==> src/rtl/thor2024_fetch_buffer_pkg.sv <==
// Thor2024pkg: shared fetch-path types, branch opcodes and helpers.
package Thor2024pkg;
  typedef logic [31:0] pc_address_t;
  localparam pc_address_t RSTPC = 32'hFFFD0000;
  localparam pc_address_t INSN_BYTES = 32'd5;
  localparam logic [6:0] OP_BEQ = 7'd38;
  localparam logic [6:0] OP_BNE = 7'd39;
  localparam logic [6:0] OP_BLT = 7'd40;
  localparam logic [6:0] OP_BGE = 7'd41;
  typedef struct packed {
    logic v;
    pc_address_t pc;
    logic [39:0] instr;
  } fetchbuf_slot_t;
  function automatic logic fnIsBackBr(input logic [39:0] insn);
    return insn[39] && (insn[6:0] inside {OP_BEQ, OP_BNE, OP_BLT, OP_BGE});
  endfunction
  function automatic pc_address_t fnBrTarget(input pc_address_t pc, input logic [39:0] insn);
    return pc + {{15{insn[39]}}, insn[39:23]};
  endfunction
endpackage

==> src/rtl/thor2024_fetch_buffer_pair.sv <==
// thor2024_fetch_pair: two fetch slots with pair load, in-order dequeue and stomp.
module thor2024_fetch_pair
  import Thor2024pkg::*;
(
  input  logic        clk,
  input  logic        rst,
  input  logic        flush,
  input  logic        load,
  input  pc_address_t ld_pc,
  input  logic [39:0] ld_instr0,
  input  logic [39:0] ld_instr1,
  input  logic [1:0]  deq_cnt,
  input  logic        stomp1,
  input  logic        stomp_all,
  output logic        v0,
  output logic        v1,
  output pc_address_t pc0,
  output pc_address_t pc1,
  output logic [39:0] instr0,
  output logic [39:0] instr1
);
  fetchbuf_slot_t s0_q, s0_d, s1_q, s1_d;
  logic kill0, kill1;
  // a single dequeue takes the second slot only once the first is already gone
  always_comb begin
    kill0 = (deq_cnt != 2'd0) | stomp_all | flush;
    kill1 = (deq_cnt >= 2'd2) | (deq_cnt == 2'd1 & ~s0_q.v) | stomp1 | stomp_all | flush;
    s0_d = load ? '{1'b1, ld_pc, ld_instr0} : '{s0_q.v & ~kill0, s0_q.pc, s0_q.instr};
    s1_d = load ? '{1'b1, ld_pc + INSN_BYTES, ld_instr1} : '{s1_q.v & ~kill1, s1_q.pc, s1_q.instr};
  end
  always_ff @(posedge clk) begin
    if (rst) begin
      s0_q <= '{1'b0, RSTPC, 40'd0};
      s1_q <= '{1'b0, RSTPC, 40'd0};
    end else begin
      s0_q <= s0_d;
      s1_q <= s1_d;
    end
  end
  assign v0 = s0_q.v;
  assign v1 = s1_q.v;
  assign pc0 = s0_q.pc;
  assign pc1 = s1_q.pc;
  assign instr0 = s0_q.instr;
  assign instr1 = s1_q.instr;
endmodule

==> src/rtl/thor2024_fetch_buffer.sv <==
// thor2024_fetch_buffer: double-buffered A/B, C/D instruction pairs with backward-branch detection.
module thor2024_fetch_buffer
  import Thor2024pkg::*;
(
  input  logic        clk,
  input  logic        rst,
  input  pc_address_t pc,
  input  logic        ic_hit,
  input  logic [39:0] ic_insn0,
  input  logic [39:0] ic_insn1,
  input  logic        irq,
  input  logic        branchmiss,
  input  logic [1:0]  enq_cnt,
  output logic        fetchbuf,
  output logic        fetchbufA_v,
  output logic        fetchbufB_v,
  output logic        fetchbufC_v,
  output logic        fetchbufD_v,
  output logic [39:0] fetchbufA_instr,
  output logic [39:0] fetchbufB_instr,
  output logic [39:0] fetchbufC_instr,
  output logic [39:0] fetchbufD_instr,
  output pc_address_t fetchbufA_pc,
  output pc_address_t fetchbufB_pc,
  output pc_address_t fetchbufC_pc,
  output pc_address_t fetchbufD_pc,
  output logic        backbrA,
  output logic        backbrB,
  output logic        backbrC,
  output logic        backbrD,
  output logic        branchback,
  output pc_address_t backpc
);
  logic fetchbuf_q, fetchbuf_d;
  logic f_v, s_v, f_bb, s_bb, f_br, load, load_ab, load_cd, load_act, other_alive, empty_n;
  logic [1:0] act_cnt;
  pc_address_t f_pc, s_pc;
  logic [39:0] f_instr, s_instr;
  assign backbrA = fnIsBackBr(fetchbufA_instr);
  assign backbrB = fnIsBackBr(fetchbufB_instr);
  assign backbrC = fnIsBackBr(fetchbufC_instr);
  assign backbrD = fnIsBackBr(fetchbufD_instr);
  always_comb begin
    f_v = fetchbuf_q ? fetchbufC_v : fetchbufA_v;
    s_v = fetchbuf_q ? fetchbufD_v : fetchbufB_v;
    f_bb = fetchbuf_q ? backbrC : backbrA;
    s_bb = fetchbuf_q ? backbrD : backbrB;
    f_pc = fetchbuf_q ? fetchbufC_pc : fetchbufA_pc;
    s_pc = fetchbuf_q ? fetchbufD_pc : fetchbufB_pc;
    f_instr = fetchbuf_q ? fetchbufC_instr : fetchbufA_instr;
    s_instr = fetchbuf_q ? fetchbufD_instr : fetchbufB_instr;
    f_br = f_v & f_bb;
    branchback = f_br | (s_v & s_bb);
    backpc = f_br ? fnBrTarget(f_pc, f_instr) : fnBrTarget(s_pc, s_instr);
    load = ic_hit & ~irq & ~branchmiss & ~branchback;
    load_ab = load & ~fetchbufA_v & ~fetchbufB_v;
    load_cd = load & ~load_ab & ~fetchbufC_v & ~fetchbufD_v;
    load_act = fetchbuf_q ? load_cd : load_ab;
    act_cnt = {1'b0, f_v} + {1'b0, s_v};
    // a taken-back branch in the first slot stomps the second, so dequeuing it empties the pair
    empty_n = f_br ? (enq_cnt != 2'd0) : (enq_cnt >= act_cnt);
    other_alive = fetchbuf_q ? ((fetchbufA_v | fetchbufB_v) & ~branchback) | load_ab
                             : ((fetchbufC_v | fetchbufD_v) & ~branchback) | load_cd;
    fetchbuf_d = ~branchmiss & (fetchbuf_q ^ (empty_n & ~load_act & ((act_cnt != 2'd0) | other_alive)));
  end
  always_ff @(posedge clk) fetchbuf_q <= rst ? 1'b0 : fetchbuf_d;
  assign fetchbuf = fetchbuf_q;
  thor2024_fetch_pair u_ab (
    .clk(clk), .rst(rst), .flush(branchmiss), .load(load_ab), .ld_pc(pc),
    .ld_instr0(ic_insn0), .ld_instr1(ic_insn1),
    .deq_cnt(fetchbuf_q ? 2'd0 : enq_cnt),
    .stomp1(~fetchbuf_q & f_br), .stomp_all(fetchbuf_q & branchback),
    .v0(fetchbufA_v), .v1(fetchbufB_v), .pc0(fetchbufA_pc), .pc1(fetchbufB_pc),
    .instr0(fetchbufA_instr), .instr1(fetchbufB_instr)
  );
  thor2024_fetch_pair u_cd (
    .clk(clk), .rst(rst), .flush(branchmiss), .load(load_cd), .ld_pc(pc),
    .ld_instr0(ic_insn0), .ld_instr1(ic_insn1),
    .deq_cnt(fetchbuf_q ? enq_cnt : 2'd0),
    .stomp1(fetchbuf_q & f_br), .stomp_all(~fetchbuf_q & branchback),
    .v0(fetchbufC_v), .v1(fetchbufD_v), .pc0(fetchbufC_pc), .pc1(fetchbufD_pc),
    .instr0(fetchbufC_instr), .instr1(fetchbufD_instr)
  );
endmodule
==> config.mk <==
export PLATFORM = sky130hd
export DESIGN_NAME = thor2024_fetch_buffer
export DESIGN_NICKNAME = d
export VERILOG_FILES = /design/src/rtl/thor2024_fetch_buffer_pkg.sv /design/src/rtl/thor2024_fetch_buffer_pair.sv /design/src/rtl/thor2024_fetch_buffer.sv
export SDC_FILE = /design/constraint.sdc
export NUM_CORES = 1
export LEC_CHECK = 0
export BUFFER_PORTS_ARGS = -buffer_cell sky130_fd_sc_hd__clkbuf_2
export CORE_MARGIN = 8
export CORE_UTILIZATION = 55
export CTS_CLUSTER_SIZE = 24
export DETAILED_ROUTE_END_ITERATION = 12
export PLACE_DENSITY = 0.83
export REMOVE_ABC_BUFFERS = 1
export SETUP_SLACK_MARGIN = 0.4
export SLEW_MARGIN = 15
export SYNTH_ARGS = -nofsm -noshare
export SYNTH_HDL_FRONTEND = slang
export SYNTH_SLANG_ARGS = --single-unit
==> constraint.sdc <==
create_clock -name clk -period 12.85 [get_ports clk]
set_input_delay 2.57 -clock clk [delete_from_list [all_inputs] [get_ports clk]]
set_output_delay 2.57 -clock clk [all_outputs]
set_load 0.05 [all_outputs]
==> reports/metrics.yaml <==
setup_path:
  crit_family: "compound AO/OA/AOI/OAI gates"
  worst-path-max-fanout: 68
  worstSetupEndpointType: "output port"
  cp_num_buf_inv: 3
  cp.required_ns: 10.28
  reg2reg_setup_slack_ns: 8.32
  start_kind: "register"
  slowest_stage: "buf_4"
  timing.rr.end: "u_cd.instr1[10]"
  r2r-start: "fetchbuf"
  crit_chain: "buf_4 -> mux2_2 -> ha_1 -> inv_1 -> fa_1 -> nand2b_1 -> a21oi_1 -> o41ai_1 -> a2111oi_0 -> a21oi_2 -> o31ai_1 -> or4_1 -> a31oi_1 -> xor2_1 -> mux2i_1 -> clkbuf_2"
  slowest_delay_ns: 0.87
  worstPathArrival_ns: 6.19
  worst_r2r_path_depth: 9
  crit_type: "register to output port"
pwr:
  powerDensity_mw_per_mm2: 121
  switching_share_pct: 30.8
  power_frac_clock_pct: 39.7
  power_uw: 2260
  power_frac_seq_pct: 42.0
  ir_drop_mv: 0.138
  combPwrFrac_pct: 18.3
  p_leak_uw: 0.00819
  p_int_uw: 1570
  switching_power_uw: 697
clock_tree:
  cts_max_level: 1
  cts_buffers: 31
  ctsHoldBuffers: 0
  cts_resized: 0
  path_clk_slew_ns: 0.06
  cts_buffer_depth: 3
  cts_tree: "built"
  cts_sinks: 293
  clockRootBuffer: "clkbuf_16"
  clock_latency_ns: 0.58
  post_cts_buffers: 0
global_route:
  grt_antenna_before_repair: 0
  grt_pass1_wl_um: 80300
  grt_usage_pct: 29.1
  grt_max_degree: 146
  grt_pass1_vias: 15200
  gr-total-overflow: 0
die:
  fp-row-count: 61
  core_region_area_mm2: 0.0276
  fp.dieH_um: 183
  die-area_mm2: 0.0334
  initial_core_util_pct: 55.4
  ios: 449
  die_w_um: 183
final_layout:
  fin_nets: 2508
  fillerInstances: 2338
  antenna_cells: 0
  fin_cells: 2720
  finalCoreUtilization_pct: 67.7
  layout-drive-gt1-share_pct: 26.1
  multi_input_area_mm2: 0.00890
  syn2layout_area_growth_pct: 22.2
  finalInstanceArea_mm2: 0.0187
  seq_area_mm2: 0.00587
run_status:
  status: "complete, no violations"
sta:
  worst_slew_pin_slew_ns: 1.12
  maxSlewHeadroom_pct: 25.0
  setup_viol: 0
  rsz0062_at_grt: "false"
  post-route-min-period_ns: 8.76
  report.final.slew_viol_count: 0
  hold_violations: 0
  skew_ns: 0.0156
  setup_tns_ns: 0
  timing.fmax_mhz: 114
  post-route-period-util_pct: 68.2
detailed_routing:
  drtIter0Drc: 1179
  drc: 0
  drt-vias-per-instance: 5.69
  post_drt_wl_per_cell_um: 19.0
  ant_nets: 0
  via_count: 15500
  drtPass1Iterations: 6
  wl_um: 51600
yosys:
  yosys_most_used_dff: "dfxtp_1"
  synth_edf_count: 0
  yosysTopAreaCellShare_pct: 38.3
  yosysMostFrequentCell: "nand2_1"
  synth_area_mm2: 0.0153
  seq_area_frac_synth_pct: 38.3
  synth_warnings: 0
  synth_cell_type_count: 57
  synth_seq_cells: 293
  synth.avg_cell_area_um2: 7.86
  async_reset_ff_share_pct: 0
  synth_top_cell_by_area: "dfxtp_1"
  synth.top_cells.by_count: "nand2_1 (525), dfxtp_1 (293), a21oi_1 (265), nor2_1 (116), clkbuf_1 (101)"
  syn_inst: 1947
  synth_area_leaders: "dfxtp_1 (38%), nand2_1 (13%), a21oi_1 (8.7%), mux2_2 (6.8%), ha_1 (5.5%)"
place:
  place_inst: 2665
  finalWeightedCongestion: 0.947
  dp_hpwl_um: 37300
  io_buffers: 448
  post_dp_cell_area_mm2: 0.0177
worst_hold_path:
  min_from: "u_ab.instr0[0]"
  min_path_type: "register to register"
  hold_depth: 2
  hold_path_end: "u_ab.instr0[0]"
flow_run:
  cap_violations: 0
## power groups by stage
stage | clock [µW] | combinational (µW) | sequential (µW)
6_report | 898 | 414 | 950
5_1_grt | 945 | 442 | 953
4_1_cts | 907 | 413 | 950
3_5_place_dp | 0 | 410 | 970
3_3_place_gp | 0 | 405 | 969
2_1_floorplan | 0 | 211 | 1040
## layer usage
layer | global-route usage, % | vias up | part of all wire (%)
met3 | 7.22 | 132 | 8.8
met2 | 49.7 | 697 | 48
met5 | 0 | - | 0
li1 | - | 7439 | -
met4 | 11.8 | 0 | 4.6
met1 | 34.5 | 7214 | 39
## cells in the final DEF (no fill, tap or decap), types with 22 or more instances in the layout
master       n
o21ai_0     46
a21oi_1    265
inv_1       22
xnor2_1     35
a21o_1      24
dfxtp_1    292
nand3b_1    34
a211o_1     32
clkbuf_16   31
mux2_2      92
xor2_1      47
ha_1        67
clkbuf_2   447
nand3_1     28
nand2_1    525
nor2_1     116
a211oi_1    36
## cell type report
cell class	count	share of cell area, %
Clock inverter	13	0.816
Sequential cell	293	31.4
Timing Repair Buffer	461	12.6
Tap cell	378	2.53
Multi-Input combinational cell	1511	47.6
Clock buffer	42	4.64
Inverter	22	0.441
## worst min-delay path: cells and delay by family, from the launching register on
family,cells,cell delay (ns)
compound gates,1,0.05
flops,1,0.31
simple gates,1,0.05
## cell families (layout without fill, tap and decap cells)
group | after synthesis | count (layout) | share of synthesized area, %
mux | 104 | 104 | 7.55
flops | 293 | 293 | 38.3
xor+xnor | 82 | 82 | 4.69
simple gates | 787 | 787 | 21.9
fa+ha+maj | 69 | 69 | 5.74
buf+inv | 143 | 538 | 3.65
compound gates | 469 | 469 | 18.2
## state kept, by name, indices dropped and copies added (netlist names)
| signal | count |
|---|---|
| u_ab.instr1 | 40 |
| u_cd.instr0 | 40 |
| u_ab.v1 | 1 |
| u_ab.pc0 | 32 |
| u_ab.instr0 | 40 |
| u_cd.instr1 | 40 |
| u_cd.v1 | 1 |
| u_ab.pc1 | 32 |
| u_cd.v0 | 1 |
| u_ab.v0 | 1 |
| fetchbuf | 1 |
| u_cd.pc1 | 32 |
| u_cd.pc0 | 32 |
## metrics by stage
stage / setup slack [ns] / hold WS [ns]
final: 4.09 / 0.453
after global routing: 3.65 / 0.474
after CTS: 4.11 / 0.454
after detailed placement: 4.70 / 0.445
after global placement: 4.84 / 0.441
after floorplan: 0.371 / 0.674
## how the worst max path moves through the flow
stage             start            to  depth (start not counted)  slack (ns)
6_report       fetchbuf    backpc[30]                         16        4.09
5_1_grt        fetchbuf    backpc[30]                         16        3.65
4_1_cts        fetchbuf    backpc[30]                         16        4.11
3_5_place_dp   fetchbuf    backpc[30]                         16        4.70
3_3_place_gp   fetchbuf    backpc[30]                         16        4.84
2_1_floorplan  fetchbuf  u_ab.pc1[10]                          7        0.37
(Power assumes the default switching activity.)
